<file path="config.mk">
export PLATFORM = sky130hd
export DESIGN_NAME = box_renderer
export DESIGN_NICKNAME = d
export VERILOG_FILES = /design/src/rtl/box_renderer.sv
export SDC_FILE = /design/constraint.sdc
export NUM_CORES = 1
export LEC_CHECK = 0
export BUFFER_PORTS_ARGS = -buffer_cell sky130_fd_sc_hd__buf_2
export CORE_AREA = 2 2 121 146
export DETAILED_ROUTE_END_ITERATION = 8
export DIE_AREA = 0 0 123 148
export GPL_ROUTABILITY_DRIVEN = 0
export PLACE_DENSITY = 0.75
export SLEW_MARGIN = 20
export SYNTH_ARGS = -nofsm -noshare
export SYNTH_HDL_FRONTEND = slang
export SYNTH_SLANG_ARGS = --single-unit
</file>
<file path="constraint.sdc">
create_clock -name clk -period 3 [get_ports clk]
set_clock_uncertainty 0.2 [all_clocks]
set_input_delay 0.15 -clock clk [delete_from_list [all_inputs] [get_ports clk]]
set_output_delay 0.15 -clock clk [all_outputs]
set_load 0.01 [all_outputs]
</file>
<file path="src/rtl/box_renderer.sv">
// Pixel compositor: snapshots box state on frame_tick, hit-tests each pixel and emits 2-bit RGB with
// sync/de delayed by 2 clk. Optional hit flash is built when BOX_RENDERER_HIT_FLASH_EN is defined.
module box_renderer #(
    parameter int N            = 4,
    parameter int BOX_W        = 48,
    parameter int BOX_H        = 32,
    parameter int FLASH_FRAMES = 8
) (
    input  logic              clk,
    input  logic              rst_n,
    input  logic              frame_tick,
    input  logic [9:0]        hpos,
    input  logic [9:0]        vpos,
    input  logic              de_in,
    input  logic              hsync_in,
    input  logic              vsync_in,
    input  logic [10*N-1:0]   posx_flat,
    input  logic [9*N-1:0]    posy_flat,
    input  logic [8*N-1:0]    hits_flat,
    input  logic [3*N-1:0]    color_flat,
    output logic [1:0]        r,
    output logic [1:0]        g,
    output logic [1:0]        b,
    output logic              hsync_out,
    output logic              vsync_out,
    output logic              de_out
);

    localparam logic [10:0] BOX_W11 = 11'(BOX_W);
    localparam logic [10:0] BOX_H11 = 11'(BOX_H);

    // Shadow copy of game_core state, frozen for the whole frame
    logic [N-1:0][9:0] posx_q,  posx_d;
    logic [N-1:0][8:0] posy_q,  posy_d;
    logic [N-1:0][2:0] color_q, color_d;
    logic              snap_valid_q, snap_valid_d;

    // Stage 1 and stage 2 pipeline registers
    logic [N-1:0] inside_q, inside_d;
    logic         de1_q, de1_d;
    logic         hs1_q, hs1_d;
    logic         vs1_q, vs1_d;
    logic [5:0]   rgb_q, rgb_d;
    logic         de2_q, de2_d;
    logic         hs2_q, hs2_d;
    logic         vs2_q, vs2_d;

    logic [N-1:0] flashing;

    function automatic logic [5:0] palette(input logic [2:0] idx);
        logic [5:0] c;
        case (idx)
            3'd0:    c = 6'b110000;
            3'd1:    c = 6'b001100;
            3'd2:    c = 6'b000011;
            3'd3:    c = 6'b111100;
            3'd4:    c = 6'b110011;
            3'd5:    c = 6'b001111;
            3'd6:    c = 6'b101010;
            default: c = 6'b011001;
        endcase
        return c;
    endfunction

    // 11-bit compares so X+BOX_W / Y+BOX_H never wrap near the screen edge
    function automatic logic in_box(input logic [9:0] h, input logic [9:0] v,
                                    input logic [9:0] x, input logic [8:0] y);
        logic [10:0] h11, v11, x11, y11;
        h11 = {1'b0, h};
        v11 = {1'b0, v};
        x11 = {1'b0, x};
        y11 = {2'b00, y};
        return (h11 >= x11) && (h11 < x11 + BOX_W11) &&
               (v11 >= y11) && (v11 < y11 + BOX_H11);
    endfunction

    always_comb begin
        posx_d       = posx_q;
        posy_d       = posy_q;
        color_d      = color_q;
        snap_valid_d = snap_valid_q;
        if (frame_tick) begin
            posx_d       = posx_flat;
            posy_d       = posy_flat;
            color_d      = color_flat;
            snap_valid_d = 1'b1;
        end
    end

`ifdef BOX_RENDERER_HIT_FLASH_EN
    logic [N-1:0][7:0] hits_in;
    logic [N-1:0][7:0] prev_hits_q, prev_hits_d;
    logic [N-1:0][3:0] flash_q, flash_d;

    assign hits_in = hits_flat;

    always_comb begin
        prev_hits_d = prev_hits_q;
        flash_d     = flash_q;
        flashing    = '0;
        for (int i = 0; i < N; i++) begin
            flashing[i] = (flash_q[i] != 4'd0);
            if (frame_tick) begin
                // A new hit restarts the count even mid-flash
                if (hits_in[i] != prev_hits_q[i]) begin
                    flash_d[i] = 4'(FLASH_FRAMES);
                end else if (flash_q[i] != 4'd0) begin
                    flash_d[i] = flash_q[i] - 4'd1;
                end
                prev_hits_d[i] = hits_in[i];
            end
        end
    end

    always_ff @(posedge clk or negedge rst_n) begin
        if (!rst_n) begin
            prev_hits_q <= '0;
            flash_q     <= '0;
        end else begin
            prev_hits_q <= prev_hits_d;
            flash_q     <= flash_d;
        end
    end
`else
    logic unused_hits;
    assign unused_hits = ^hits_flat;
    assign flashing    = '0;
`endif

    always_comb begin
        inside_d = '0;
        for (int i = 0; i < N; i++) begin
            inside_d[i] = snap_valid_q && in_box(hpos, vpos, posx_q[i], posy_q[i]);
        end
        de1_d = de_in;
        hs1_d = hsync_in;
        vs1_d = vsync_in;
    end

    // Scan from the top index down so the lowest covering box is the last write
    always_comb begin
        rgb_d = 6'b000000;
        for (int i = N - 1; i >= 0; i--) begin
            if (inside_q[i]) begin
                rgb_d = flashing[i] ? 6'b111111 : palette(color_q[i]);
            end
        end
        if (!de1_q) begin
            rgb_d = 6'b000000;
        end
        de2_d = de1_q;
        hs2_d = hs1_q;
        vs2_d = vs1_q;
    end

    always_ff @(posedge clk or negedge rst_n) begin
        if (!rst_n) begin
            posx_q       <= '0;
            posy_q       <= '0;
            color_q      <= '0;
            snap_valid_q <= 1'b0;
            inside_q     <= '0;
            de1_q        <= 1'b0;
            hs1_q        <= 1'b1;
            vs1_q        <= 1'b1;
            rgb_q        <= 6'b000000;
            de2_q        <= 1'b0;
            hs2_q        <= 1'b1;
            vs2_q        <= 1'b1;
        end else begin
            posx_q       <= posx_d;
            posy_q       <= posy_d;
            color_q      <= color_d;
            snap_valid_q <= snap_valid_d;
            inside_q     <= inside_d;
            de1_q        <= de1_d;
            hs1_q        <= hs1_d;
            vs1_q        <= vs1_d;
            rgb_q        <= rgb_d;
            de2_q        <= de2_d;
            hs2_q        <= hs2_d;
            vs2_q        <= vs2_d;
        end
    end

    assign {r, g, b}  = rgb_q;
    assign hsync_out  = hs2_q;
    assign vsync_out  = vs2_q;
    assign de_out     = de2_q;

endmodule
</file>
# Word-level counts from Yosys, hierarchy flattened

Index checks and enable logic that the tools add are counted.

Register bits after elaboration: 105
Word-level logic and storage cells: 98
Output and inout port bits: 9

$lt $le $gt $ge: 16
Muxes and demuxes: 9
Add/sub/neg operators: 8
Equality and inequality tests: 24
Reductions and logical operators: 20

Operator list:

| cell                                                             | count |
|---|---|
| 6-bit case mux with 7 select lines                               | 4 |
| 10-bit by 6-bit adder with 11-bit output (second input constant) | 4 |
| 10-bit by 11-bit < comparator with 1-bit output                  | 4 |
| 9-bit by 6-bit adder with 10-bit output (second input constant)  | 4 |
| 10-bit greater-or-equal comparator                               | 4 |
| 10-bit by 9-bit greater-or-equal comparator with 1-bit output    | 4 |
| 10-bit < comparator                                              | 4 |
| 3-bit == test (second input constant)                            | 12 |
| 6-bit 2-to-1 mux                                                 | 5 |
| 3-bit by 2-bit == test with 1-bit output (second input constant) | 8 |
| 1-bit logical AND                                                | 16 |
| 3-bit by 1-bit == test with 1-bit output (second input constant) | 4 |
| 3-bit logical NOT                                                | 4 |

# Depth between registers and ports, before layout

Gate-level depths: netlist (run 1).

Depth after elaboration: 7
Mapped depth: 10

# Least setup slack after synthesis (run 1)

No wires, ideal clock.

Kind: register to register
Start point: register posx_q[4] (netlist name)
End point: register inside_q[0]
Stages on the path, launching flop included: 10
Buffers on the path: 0
Period minus slack after synthesis: 2227 ps
Arrival time: 1926 ps
Slack: 773 ps
Cell sequence: dfrtp_1 -> inv_1 -> ha_1 -> xor2_1 -> ha_1 -> nand4b_1 -> a21oi_1 -> a2111oi_2 -> o32ai_1 -> nor4_1

Longest elaborated chain between the ends: 6
Elaborated cells between the ends (all ways): 7
Those cells by class: add/sub (1); order compare (2); reduce/logical (4)

Ends and longest elaborated chain:

| what                                            | RTL line | RTL |
|---|---|---|
| from (decl)                                     | 33       | `logic [N-1:0][9:0] posx_q, posx_d;` |
| from (signal assigned)                          | 171      | `posx_q <= posx_d;` |
| 10-bit by 6-bit adder with 11-bit output        | 73       | `return (h11 >= x11) && (h11 < x11 + BOX_W11) &&` |
| 10-bit by 11-bit < comparator with 1-bit output | 73       |  |
| 1-bit logical AND * (2 in a row)                | 73       |  |
| 1-bit logical AND *                             | 74       | `(v11 >= y11) && (v11 < y11 + BOX_H11);` |
| 1-bit logical AND *                             | 133      | `inside_d[i] = snap_valid_q && in_box(hpos, vpos, posx_q[i], posy_q[i]);` |
| named net inside_d[0]                           | 39       | `logic [N-1:0] inside_q, inside_d;` |
| to (signal assigned)                            | 175      | `inside_q <= inside_d;` |
| to (decl)                                       | 39       |  |

Mark *: on every way through the listed nets, which the timed path passes. The rest lies on a longest branch.
A chain may end at the register's enable or synchronous reset.

# Worst setup path after layout (run 1)

Start point: register posx_q[24] (netlist name)
End point: register inside_q[2]

Same word-level chain as after synthesis.

==> results of run 1 <==
synth_stat cells (10+ instances only):
cell / n
nand2_1: 101
nand3_1: 24
ha_1: 128
clkbuf_1: 19
nor2_1: 10
nor2b_1: 18
inv_1: 81
mux2_2: 15
a21o_1: 14
a21oi_1: 46
o21ai_0: 91
dfrtp_1: 101
nand2b_1: 13
xnor2_1: 28
cells by family (layout without fill, tap and decap cells):
logic type / count (synthesis) / after routing / share of synthesized area [%]
DFF: 105 / 105 / 35.44
and+or+nand+nor: 212 / 212 / 14.24
xor gates and xnor gates: 32 / 32 / 3.774
muxes: 15 / 15 / 2.274
buffers and inverters: 102 / 316 / 5.189
AOI/OAI and AO/OA: 210 / 210 / 17.52
adders and majority gates: 128 / 128 / 21.56
report_power, final:
group          switching (mW)  internal, mW
Clock                   0.553         0.613
Combinational           0.596         0.575
Sequential             0.0995          1.54
sequential cells by signal, summed over array words and instances (netlist names):
| signal | count |
|---|---|
| posx_q | 40 |
| posy_q | 36 |
| color_q | 12 |
| rgb_q | 6 |
| inside_q | 4 |
| de1_q | 1 |
| de_out | 1 |
| hs1_q | 1 |
| hsync_out | 1 |
| snap_valid_q | 1 |
| vs1_q | 1 |
| vsync_out | 1 |
critical path, stage by stage, from the launching register on:
cell and delay, ns:
dfrtp_1 0.39, inv_1 0.09, ha_1 0.23, xor2_1 0.15
ha_1 0.32, nand4b_1 0.11, a21oi_1 0.06, a2111oi_2 0.32
o32ai_1 0.14, nor4_1 0.40
cell type report:
class	instances	share of cell area (%)
inverter	81	3.199
clock inverter	5	0.3949
sequential	105	27.70
tap	216	2.843
multi-input combinational	597	46.39
timing repair buffer	219	16.82
clock buffer	11	2.659
metal layers:
layer / up-vias / routed length (um)
met5: - / 0
met4: 0 / 352
met3: 26 / 554
met2: 114 / 9368
met1: 3032 / 8082
li1: 3273 / -
worst paths after layout:
| check | cells past startpoint | to | slack, ns | startpoint |
|---|---|---|---|---|
| max | 9 | inside_q[2]$_DFF_PN0_ | 0.45 | posx_q[24]$_DFFE_PN0P_ |
| min | 3 | posx_q[38]$_DFFE_PN0P_ | 0.05 | frame_tick |
| max reg2reg | 9 | inside_q[2]$_DFF_PN0_ | 0.45 | posx_q[24]$_DFFE_PN0P_ |
| min reg2reg | 0 | hsync_out$_DFF_PN1_ | 0.16 | hs1_q$_DFF_PN1_ |
| max in group asynchronous | 3 | posx_q[23]$_DFFE_PN0P_ | 1.74 | rst_n |
| min in group asynchronous | 2 | rgb_q[1]$_DFF_PN0_ | 0.10 | rst_n |
==> results.md, run 1 <==
* DRC at 0
* Multi-input logic area at 4409 um^2
* Post-DR wirelength/cell at 14.88 um
* Pwr Density at 418.9 nW/um^2
* Iter 0 DRT Violations at 271
* DR vias at 6,445
* Async S/R FF share, synth at 100.0%
* Slew Viols, Final at 0
* Max-cap violations at 0
* GR met1 Demand/Resource at between 20 and 30%
* Total track usage at 21.28%
* Hold Path Class: in2reg
* Max Clock Freq at 392.1 MHz
* Clk sinks at 105
* Detail Placement HPWL at ~13,000 um
* Final setup TNS at 0 ns
* Final Cell Area at 9505 um^2
* Layout area overhead at 27.98%
* Die Height at approximately 150 um
* Most common cell after layout, fill and taps aside: ha_1
* Layout cells sized above 1 at 16.80%
* Clock slew at reported path FFs at 0.07 ns
* Yosys top cell area share at 34.03%
* # Post-CTS Setup Buffers at 0
* Slew @ Worst Pin at 0.4774 ns
* Synth cell types at 47
* Post-Layout Cell Count at between 1,000 and 1,500
* Register area at 2633 um^2
* First-pass GRT wire length at 30,660 um
* CTS Buf Count at 9
* Gr busiest metal: met2
* Die X at between 100 and 150 um
* I/O pin total at 155
* DP Cell Count at between 1,000 and 1,500
* Ant diodes at 0
* Initial Utilization at between 40% and 50%
* Power, Total at 3.981 mW
* Mapped Cells at 804
* Final WS setup at about 0.45 ns
* Tcrit/Tclk final at between 80 and 90%
* Normalized max-slew margin at roughly two thirds
* TritonCTS clock tree: yes
* P_leak at ~4.7 nW
* Setup slack at placement at 0.4585 ns
* CP Launch Type: flop
* Remaining Overflow, GRT at 0
* Clock H-tree levels at 3
* Mean Syn Cell Area at 9.238 um^2
* CTS resizes at 0
* Vias per inst at 5.223
* Synth area leaders: dfrtp_1, ha_1, o21ai_0
* Most common flop cell mapped by yosys: dfrtp_1
* Most frequent cells in the layout: ha_1, buf_2, nand2_1, dfrtp_1, dlygate4sd3_1
* Drt first pass iters at 4
* Util after Layout at 56.63%
* Arr. time, crit path at 2.57 ns
* Cts hold-fix bufs at 92
* Fin nets at 1,287
* Skew-Pair Late Insertion Delay at 0.36 ns
* Worst path required time at roughly 3.0 ns
* Synth area leader: dfrtp_1
* Clock Tree Root: clkbuf_16
* Initial antenna violation count at 0
* Hold slack final at 0.04543 ns
* Post-synth EDFFs at 0
* #FFs+latches synth at 105
* Synth Cell Area at 7427 um^2
* Core Region at 16,790 um^2
* Status: completed
* Critical Path Fanout Max at 4
* Placed inst area at 8294 um^2
* FP Rows at 52
* Synthesized Nets at 1,078
* RSZ-0062 raised after global routing: no
* Largest net degree at the start of global routing at 71
* Number of global-route vias before repair at 6,666
* Synthesis warning total at 0
* Max Root-Sink Buffers at 2
* Minimum clock period at 2.550 ns
* I/O Buffers at 122
* Setup violations, final at 0
* ANT nets after route at 0
* Maximum vdd drop at 0.2718 mV
* Die area at 18,200 um^2
* Nature of the critical path endpoint: flop
* Seq/Total Area, Yosys at a little over a third
* Setup Crit Path Kind: reg2reg
* FILL cells at 1,506
* Met3 usage at approximately 3.7%
* Total wire length at approximately 18,000 um
* Final hold viol count at 0
* Met2 Use GR at about two fifths
Power figures use the tool's default switching activity.
==> run 2: changes to the inputs <==
--- a/config.mk
+++ b/config.mk
@@ -6,12 +6,13 @@
 export NUM_CORES = 1
 export LEC_CHECK = 0
 export BUFFER_PORTS_ARGS = -buffer_cell sky130_fd_sc_hd__buf_2
-export CORE_AREA = 2 2 121 146
+export CORE_AREA = 2 2 136 165
 export DETAILED_ROUTE_END_ITERATION = 8
-export DIE_AREA = 0 0 123 148
+export DIE_AREA = 0 0 138 167
 export GPL_ROUTABILITY_DRIVEN = 0
-export PLACE_DENSITY = 0.75
-export SLEW_MARGIN = 20
+export PLACE_DENSITY = 0.63
+export RECOVER_POWER = 25
+export SLEW_MARGIN = 5
 export SYNTH_ARGS = -nofsm -noshare
 export SYNTH_HDL_FRONTEND = slang
 export SYNTH_SLANG_ARGS = --single-unit
==> results.md, run 2 (synthesis results as in run 1) <==
* Status: finished with violations (was completed)
* Failing checks: max-capacitance violations, max-slew violations
* Iter 0 DRT Violations at 269 (was 271)
* TritonCTS clock tree: yes (unchanged)
* Arr. time, crit path at 2.53 ns (was 2.57 ns)
* ANT nets after route at 0 (unchanged)
* Minimum clock period at 2.471 ns (was 2.550 ns)
* DRC at 0 (unchanged)
* Max reg flops at 40 (unchanged)
* Most used cell, CP: ha_1 (unchanged)
* Initial Utilization at 34.69% (was 44.25%)
* Normalized max-slew margin at -46.67% (was 68.17%)
* Ant diodes at 0 (unchanged)
* Net Sw Frac at 32.25% (was 31.35%)
* Setup slack at placement at 0.5163 ns (was 0.4585 ns)
* Clock slew at reported path FFs at 0.07 ns (about the same)
* Clock Tree Root: clkbuf_16 (unchanged)
* Post-Layout Cell Count at 1,293 (was 1,234)
* P_sw at 1.284 mW (was 1.248 mW)
* Total track usage at 16.99% (was 21.28%)
* Top reg by flops: posx_q (unchanged)
* Largest net degree at the start of global routing at 53 (was 71)
* Tcrit/Tclk final at 82.35% (was 85.01%)
* Die area at 23,050 um^2 (was 18,200 um^2)
* Maximum vdd drop at 0.2775 mV (was 0.2718 mV)
* RSZ-0062 raised after global routing: no (unchanged)
* CP Cell Sequence: inv_1 > ha_1 > and3b_1 > xnor2_1 > ha_1 > a21oi_1 > nor2b_1 > o21ai_0 > nand4_1 > nor4_1 (was inv_1 > ha_1 > xor2_1 > ha_1 > nand4b_1 > a21oi_1 > a2111oi_2 > o32ai_1 > nor4_1)
* Die Height at 167 um (was 148 um)
* CP max stage cell: dfrtp_1 (was nor4_1)
* Remaining Overflow, GRT at 0 (unchanged)
* Clk network pwr share at 29.1% (was 29.3%)
* Placed inst area at 8387 um^2 (was 8294 um^2)
* Slew Viols, Final at 51 (was 0)
* DP Cell Count at 1,185 (was 1,126)
* Final Cell Area at 9579 um^2 (was 9505 um^2)
* Clk sinks at 105 (unchanged)
* Max-cap violations at 1 (was 0)
* Core Region at 21,410 um^2 (was 16,790 um^2)
* Util after Layout at 44.75% (was 56.63%)
* Die X at 138 um (was 123 um)
* Detail Placement HPWL at 14,320 um (was 13,440 um)
* Pint at 2.697 mW (was 2.733 mW)
* Critical Path Fanout Max at 4 (unchanged)
* Drt first pass iters at 4 (unchanged)
* Skew-Pair Late Insertion Delay at 0.36 ns (about the same)
* CP Launch Type: flop (unchanged)
* Total wire length at 19,070 um (was 18,360 um)
* Biggest regs: posx_q: 40 flops, posy_q: 36 flops, color_q: 12 flops (unchanged)
* Fin nets at 1,288 (was 1,287)
* I/O Buffers at 122 (unchanged)
* Initial antenna violation count at 0 (unchanged)
* Worst path required time at 3.06 ns (was 3.02 ns)
* Layout area overhead at 28.98% (was 27.98%)
* Most common cell after layout, fill and taps aside: ha_1 (unchanged)
* P_leak at 4.680 nW (was 4.681 nW)
* Final WS setup at 0.5295 ns (was 0.4496 ns)
* Slew @ Worst Pin at 2.200 ns (was 0.4774 ns)
* Setup Crit Path Kind: reg2reg (unchanged)
* Comb power frac at 29.5% (was 29.4%)
* Clock H-tree levels at 3 (unchanged)
* Setup violations, final at 0 (unchanged)
* Pwr Density at 415.6 nW/um^2 (was 418.9 nW/um^2)
* Register share of total power at 41.3% (about the same)
* Nature of the critical path endpoint: flop (unchanged)
* Most frequent cells in the layout: ha_1, buf_2, nand2_1, dfrtp_1, dlygate4sd3_1 (unchanged)
* Max incr delay on CP at 0.39 ns (was 0.40 ns)
* Vias per inst at 4.961 (was 5.223)
* Final setup TNS at 0 ns (unchanged)
* Post-DR wirelength/cell at 14.75 um (was 14.88 um)
* DR vias at 6,415 (was 6,445)
* FP Rows at 59 (was 52)
* First-pass GRT wire length at 31,850 um (was 30,660 um)
* Max Root-Sink Buffers at 2 (unchanged)
* Layout cells sized above 1 at 16.58% (was 16.80%)
* Number of global-route vias before repair at 6,591 (was 6,666)
* I/O pin total at 155 (unchanged)
* CTS Buf Count at 9 (unchanged)
* Hold Path Class: in2async (was in2reg)
* Max Clock Freq at 404.8 MHz (was 392.1 MHz)
* Final hold viol count at 0 (unchanged)
[run 2: final timing paths]
path / start / endpoint / slack [ns] / depth (start not counted)
setup / recovery: posx_q[14]$_DFFE_PN0P_ / inside_q[1]$_DFF_PN0_ / 0.53 / 10
hold / removal: rst_n / color_q[2]$_DFFE_PN0P_ / 0.14 / 2
setup reg to reg: posx_q[14]$_DFFE_PN0P_ / inside_q[1]$_DFF_PN0_ / 0.53 / 10
hold reg to reg: vs1_q$_DFF_PN1_ / vsync_out$_DFF_PN1_ / 0.16 / 0
max in group asynchronous: rst_n / hsync_out$_DFF_PN1_ / 1.72 / 3
min in group clk: vs1_q$_DFF_PN1_ / vsync_out$_DFF_PN1_ / 0.16 / 0
[run 2: layer usage]
metal	vias to the layer above	global-route usage [%]	routed length, um
met5	-	0	0
met4	0	4.747	333
met3	20	2.674	634
met2	124	30.61	9476
met1	2987	20.99	8628
li1	3284	-	-
[run 2: worst max-delay path, delay by kind of cell, from the launching register on]
kind,cells,cell delay [ns]
and+or+nand+nor,4,0.61
DFF,1,0.39
AOI/OAI and AO/OA,2,0.47
buffers and inverters,1,0.09
adders and majority gates,2,0.49
xor gates and xnor gates,1,0.13
[run 2: timing repair]
action	in CTS	in global routing
hold endpoints to repair	131	0
hold buffers	92	0
gates resized for setup	0	0
buffers inserted	0	0
[run 2: area by class of cell]
class	count	area (um^2)
fill	2102	11830
timing repair buffer	220	1612
inverter	81	304.0
clock buffer	10	229.0
multi-input combinational	597	4409
clock inverter	6	50.05
sequential	105	2633
tap	274	342.8
[run 2: metrics by stage]
| stage | hold slack (ns) | power (mW) |
|---|---|---|
| final | 0.1434 | 3.981 |
| after global routing | 0.1620 | 4.280 |
| after CTS | 0.08220 | 4.032 |
| after detailed placement | 0.001007 | 2.755 |
| after global placement | -0.01048 | 2.726 |
| after floorplan | -0.3456 | 2.387 |
[run 2: power by group through the flow]
stage	Sequential [mW]	Combinational [mW]	Clock [mW]
2_1_floorplan	1.64	0.743	0
3_3_place_gp	1.67	1.06	0
3_5_place_dp	1.67	1.08	0
4_1_cts	1.64	1.19	1.20
5_1_grt	1.67	1.36	1.26
6_report	1.65	1.18	1.16
==> run 3: changes to the inputs <==
--- a/config.mk
+++ b/config.mk
@@ -5,12 +5,13 @@
 export SDC_FILE = /design/constraint.sdc
 export NUM_CORES = 1
 export LEC_CHECK = 0
+export ABC_AREA = 1
 export BUFFER_PORTS_ARGS = -buffer_cell sky130_fd_sc_hd__buf_2
-export CORE_AREA = 2 2 136 165
+export CORE_AREA = 2 2 140 170
 export DETAILED_ROUTE_END_ITERATION = 8
-export DIE_AREA = 0 0 138 167
+export DIE_AREA = 0 0 142 172
 export GPL_ROUTABILITY_DRIVEN = 0
-export PLACE_DENSITY = 0.63
+export PLACE_DENSITY = 0.64
 export RECOVER_POWER = 25
 export SLEW_MARGIN = 5
 export SYNTH_ARGS = -nofsm -noshare
==> constraint.sdc (replaced) <==
create_clock -name clk -period 2.1 [get_ports clk]
set_clock_uncertainty 0.2 [all_clocks]
set_input_delay 0.105 -clock clk [delete_from_list [all_inputs] [get_ports clk]]
set_output_delay 0.105 -clock clk [all_outputs]
set_load 0.01 [all_outputs]
==> results.md, run 3 <==
* Mean Syn Cell Area at 7.399 um^2 (was 9.238 um^2)
* Register area at 2633 um^2 (unchanged)
* Drt first pass iters at 4 (unchanged)
* CP Launch Type: flop (unchanged)
* Post-synth EDFFs at 0 (unchanged)
* P_leak at 5.534 nW (was 4.680 nW)
* Synth cell types at 33 (was 47)
* Largest net degree at the start of global routing at 59 (was 53)
* FP Rows at 61 (was 59)
* Clock slew at reported path FFs at 0.07 ns (about the same)
* Normalized max-slew margin at 9.432% (was -46.67%)
* DP Cell Count at 1,461 (was 1,185)
* RSZ-0062 raised after global routing: yes (was no)
* Synth area leaders: dfrtp_1, ha_1, nand2_1 (was dfrtp_1, ha_1, o21ai_0)
* Synthesized Nets at 1,336 (was 1,078)
* Placed inst area at 8847 um^2 (was 8387 um^2)
* Synth Cell Area at 7858 um^2 (was 7427 um^2)
* Clock Tree Root: clkbuf_16 (unchanged)
* Initial antenna violation count at 0 (unchanged)
* Power, Total at 5.849 mW (was 3.981 mW)
* Total wire length at 20,510 um (was 19,070 um)
* DRC at 0 (unchanged)
* Synth area leader: dfrtp_1 (unchanged)
* Async S/R FF share, synth at 100.0% (unchanged)
* Met2 Use GR at 31.55% (was 30.61%)
* Post-DR wirelength/cell at 12.87 um (was 14.75 um)
* Ant diodes at 0 (unchanged)
* Core Region at 22,820 um^2 (was 21,410 um^2)
* Gr busiest metal: met2 (unchanged)
* Initial Utilization at 34.43% (was 34.69%)
* Iter 0 DRT Violations at 256 (was 269)
* Maximum vdd drop at 0.3889 mV (was 0.2775 mV)
* FILL cells at 2,260 (was 2,102)
* Hold slack final at 0.01073 ns (was 0.1434 ns)
* DR vias at 7,421 (was 6,415)
* Util after Layout at 45.39% (was 44.75%)
* Final hold viol count at 0 (unchanged)
* Met3 usage at 2.852% (was 2.674%)
* TritonCTS clock tree: yes (unchanged)
* Yosys top cell area share at 32.17% (was 34.03%)
* Most common cell after layout, fill and taps aside: nand2_1 (was ha_1)
* Clk sinks at 105 (unchanged)
* Number of global-route vias before repair at 7,236 (was 6,591)
* First-pass GRT wire length at 33,470 um (was 31,850 um)
* Setup slack at placement at 0.01787 ns (was 0.5163 ns)
* Arr. time, crit path at 2.12 ns (was 2.53 ns)
* Die Height at 172 um (was 167 um)
* Max Clock Freq at 491.2 MHz (was 404.8 MHz)
* Clock H-tree levels at 3 (unchanged)
* Status: completed (was finished with violations)
* Skew-Pair Late Insertion Delay at 0.36 ns (about the same)
* Worst path required time at 2.19 ns (was 3.06 ns)
* Post-Layout Cell Count at 1,593 (was 1,293)
* Synth cell count leaders: nand2_1, inv_1, ha_1, dfrtp_1, o21ai_0 (was ha_1, dfrtp_1, nand2_1, o21ai_0, inv_1)
* Most frequent cells in the layout: nand2_1, inv_1, ha_1, buf_2, dlygate4sd3_1 (was ha_1, buf_2, nand2_1, dfrtp_1, dlygate4sd3_1)
* Seq/Total Area, Yosys at 33.50% (was 35.44%)
* Nature of the critical path endpoint: flop (unchanged)
* Most common flop cell mapped by yosys: dfrtp_1 (unchanged)
* Critical Path Fanout Max at 4 (unchanged)
* Layout cells sized above 1 at 15.11% (was 16.58%)
* Vias per inst at 4.659 (was 4.961)
* I/O Buffers at 122 (unchanged)
* Hold Path Class: in2reg (was in2async)
* ANT nets after route at 0 (unchanged)
* Detail Placement HPWL at 15,280 um (was 14,320 um)
* Layout area overhead at 31.81% (was 28.98%)
* Mapped Cells at 1,062 (was 804)
* Top reg by flops: posx_q (unchanged)
* I/O pin total at 155 (unchanged)
* Minimum clock period at 2.036 ns (was 2.471 ns)
* GR met1 Demand/Resource at 20.82% (was 20.99%)
* Remaining Overflow, GRT at 0 (unchanged)
* Die area at 24,420 um^2 (was 23,050 um^2)
* Total track usage at 17.43% (was 16.99%)
* Final Cell Area at 10,360 um^2 (was 9579 um^2)
* CTS Buf Count at 9 (unchanged)
* Max-cap violations at 0 (was 1)
* Tcrit/Tclk final at 96.94% (was 82.35%)
* Top-count cell post-synth: nand2_1 (was ha_1)
* Fin nets at 1,579 (was 1,288)
* Final setup TNS at 0 ns (unchanged)
* Final WS setup at 0.06435 ns (was 0.5295 ns)
* Setup Crit Path Kind: reg2reg (unchanged)
* Pwr Density at 564.7 nW/um^2 (was 415.6 nW/um^2)
* Slew Viols, Final at 0 (was 51)
* Slew @ Worst Pin at 1.359 ns (was 2.200 ns)
* Die X at 142 um (was 138 um)
* Biggest regs: posx_q: 40 flops, posy_q: 36 flops, color_q: 12 flops (unchanged)
* Synthesis warning total at 0 (unchanged)
* Setup violations, final at 0 (unchanged)
* Max reg flops at 40 (unchanged)
* #FFs+latches synth at 105 (unchanged)
* Max Root-Sink Buffers at 2 (unchanged)
* Multi-input logic area at 4548 um^2 (was 4409 um^2)
## run 3: cell types whose count changed in the layout (fill, tap and decap cells not counted), sizes merged, moves of 15 or more
| cell | delta |
|---|---|
| nor2 | +40 |
| nand3 | +27 |
| nor2b | -18 |
| dlygate4sd3 | +20 |
| xnor2 | -24 |
| nand2 | +219 |
| inv | +98 |
| mux2 | -15 |
| a21oi | +15 |
## run 3: final timing paths
kind,endpoint,start,slack (ns),cells after the start
setup / recovery,inside_q[2]$_DFF_PN0_,posx_q[24]$_DFFE_PN0P_,0.06,10
hold / removal,posy_q[34]$_DFFE_PN0P_,frame_tick,0.01,2
setup reg to reg,inside_q[2]$_DFF_PN0_,posx_q[24]$_DFFE_PN0P_,0.06,10
hold reg to reg,hsync_out$_DFF_PN1_,hs1_q$_DFF_PN1_,0.16,0
max in group asynchronous,rgb_q[5]$_DFF_PN0_,rst_n,0.30,3
min in group asynchronous,posx_q[29]$_DFFE_PN0P_,rst_n,0.19,3
## run 3: final cells by class
cell class	instances	area share, %
Timing Repair Buffer	251	18.07
Multi-Input combinational cell	759	43.91
Inverter	179	6.487
Tap cell	283	3.419
Clock inverter	7	0.5195
Clock buffer	9	2.174
Sequential cell	105	25.42
## run 3: worst max-delay path, stage by stage, from the launching register on
cell	delay (ns)
dfrtp_1	0.37
inv_2	0.07
a21oi_2	0.17
nand3_1	0.10
xor2_1	0.15
ha_1	0.34
a21oi_2	0.13
nand2_1	0.08
a21oi_2	0.13
nand4_1	0.11
nor2_1	0.10
## run 3: per-layer routing
metal  wire length (um)  vias to the layer above
met5                  0                        -
met3                592                       31
met1               9097                     3404
met4                503                        0
li1                   -                     3881
met2              10310                      105
## run 3: cells by family (layout without fill, tap and decap cells)
| kind of cell | after synthesis | in the layout | share of synthesized area (%) |
|---|---|---|---|
| and+or+nand+nor | 441 | 441 | 22.63 |
| xor gates and xnor gates | 21 | 21 | 2.341 |
| adders and majority gates | 128 | 128 | 20.38 |
| buffers and inverters | 198 | 446 | 9.857 |
| DFF | 105 | 105 | 33.50 |
| AOI/OAI and AO/OA | 169 | 169 | 11.29 |
## run 3: report_power, final
| group | leakage (nW) | internal [mW] | switching (mW) | total, mW |
|---|---|---|---|---|
| logic | 4.12 | 0.837 | 1.04 | 1.88 |
| registers | 1.28 | 2.20 | 0.129 | 2.33 |
| clock network | 0.134 | 0.818 | 0.821 | 1.64 |
## run 3: repair_timing
action | CTS | global route
buffers inserted | 0 | 4
pin swaps | 0 | 12
hold buffers | 112 | 0
endpoints found under the setup margin | 1 | 4
gates resized for setup | 1 | 25
hold endpoints to repair | 192 | 0
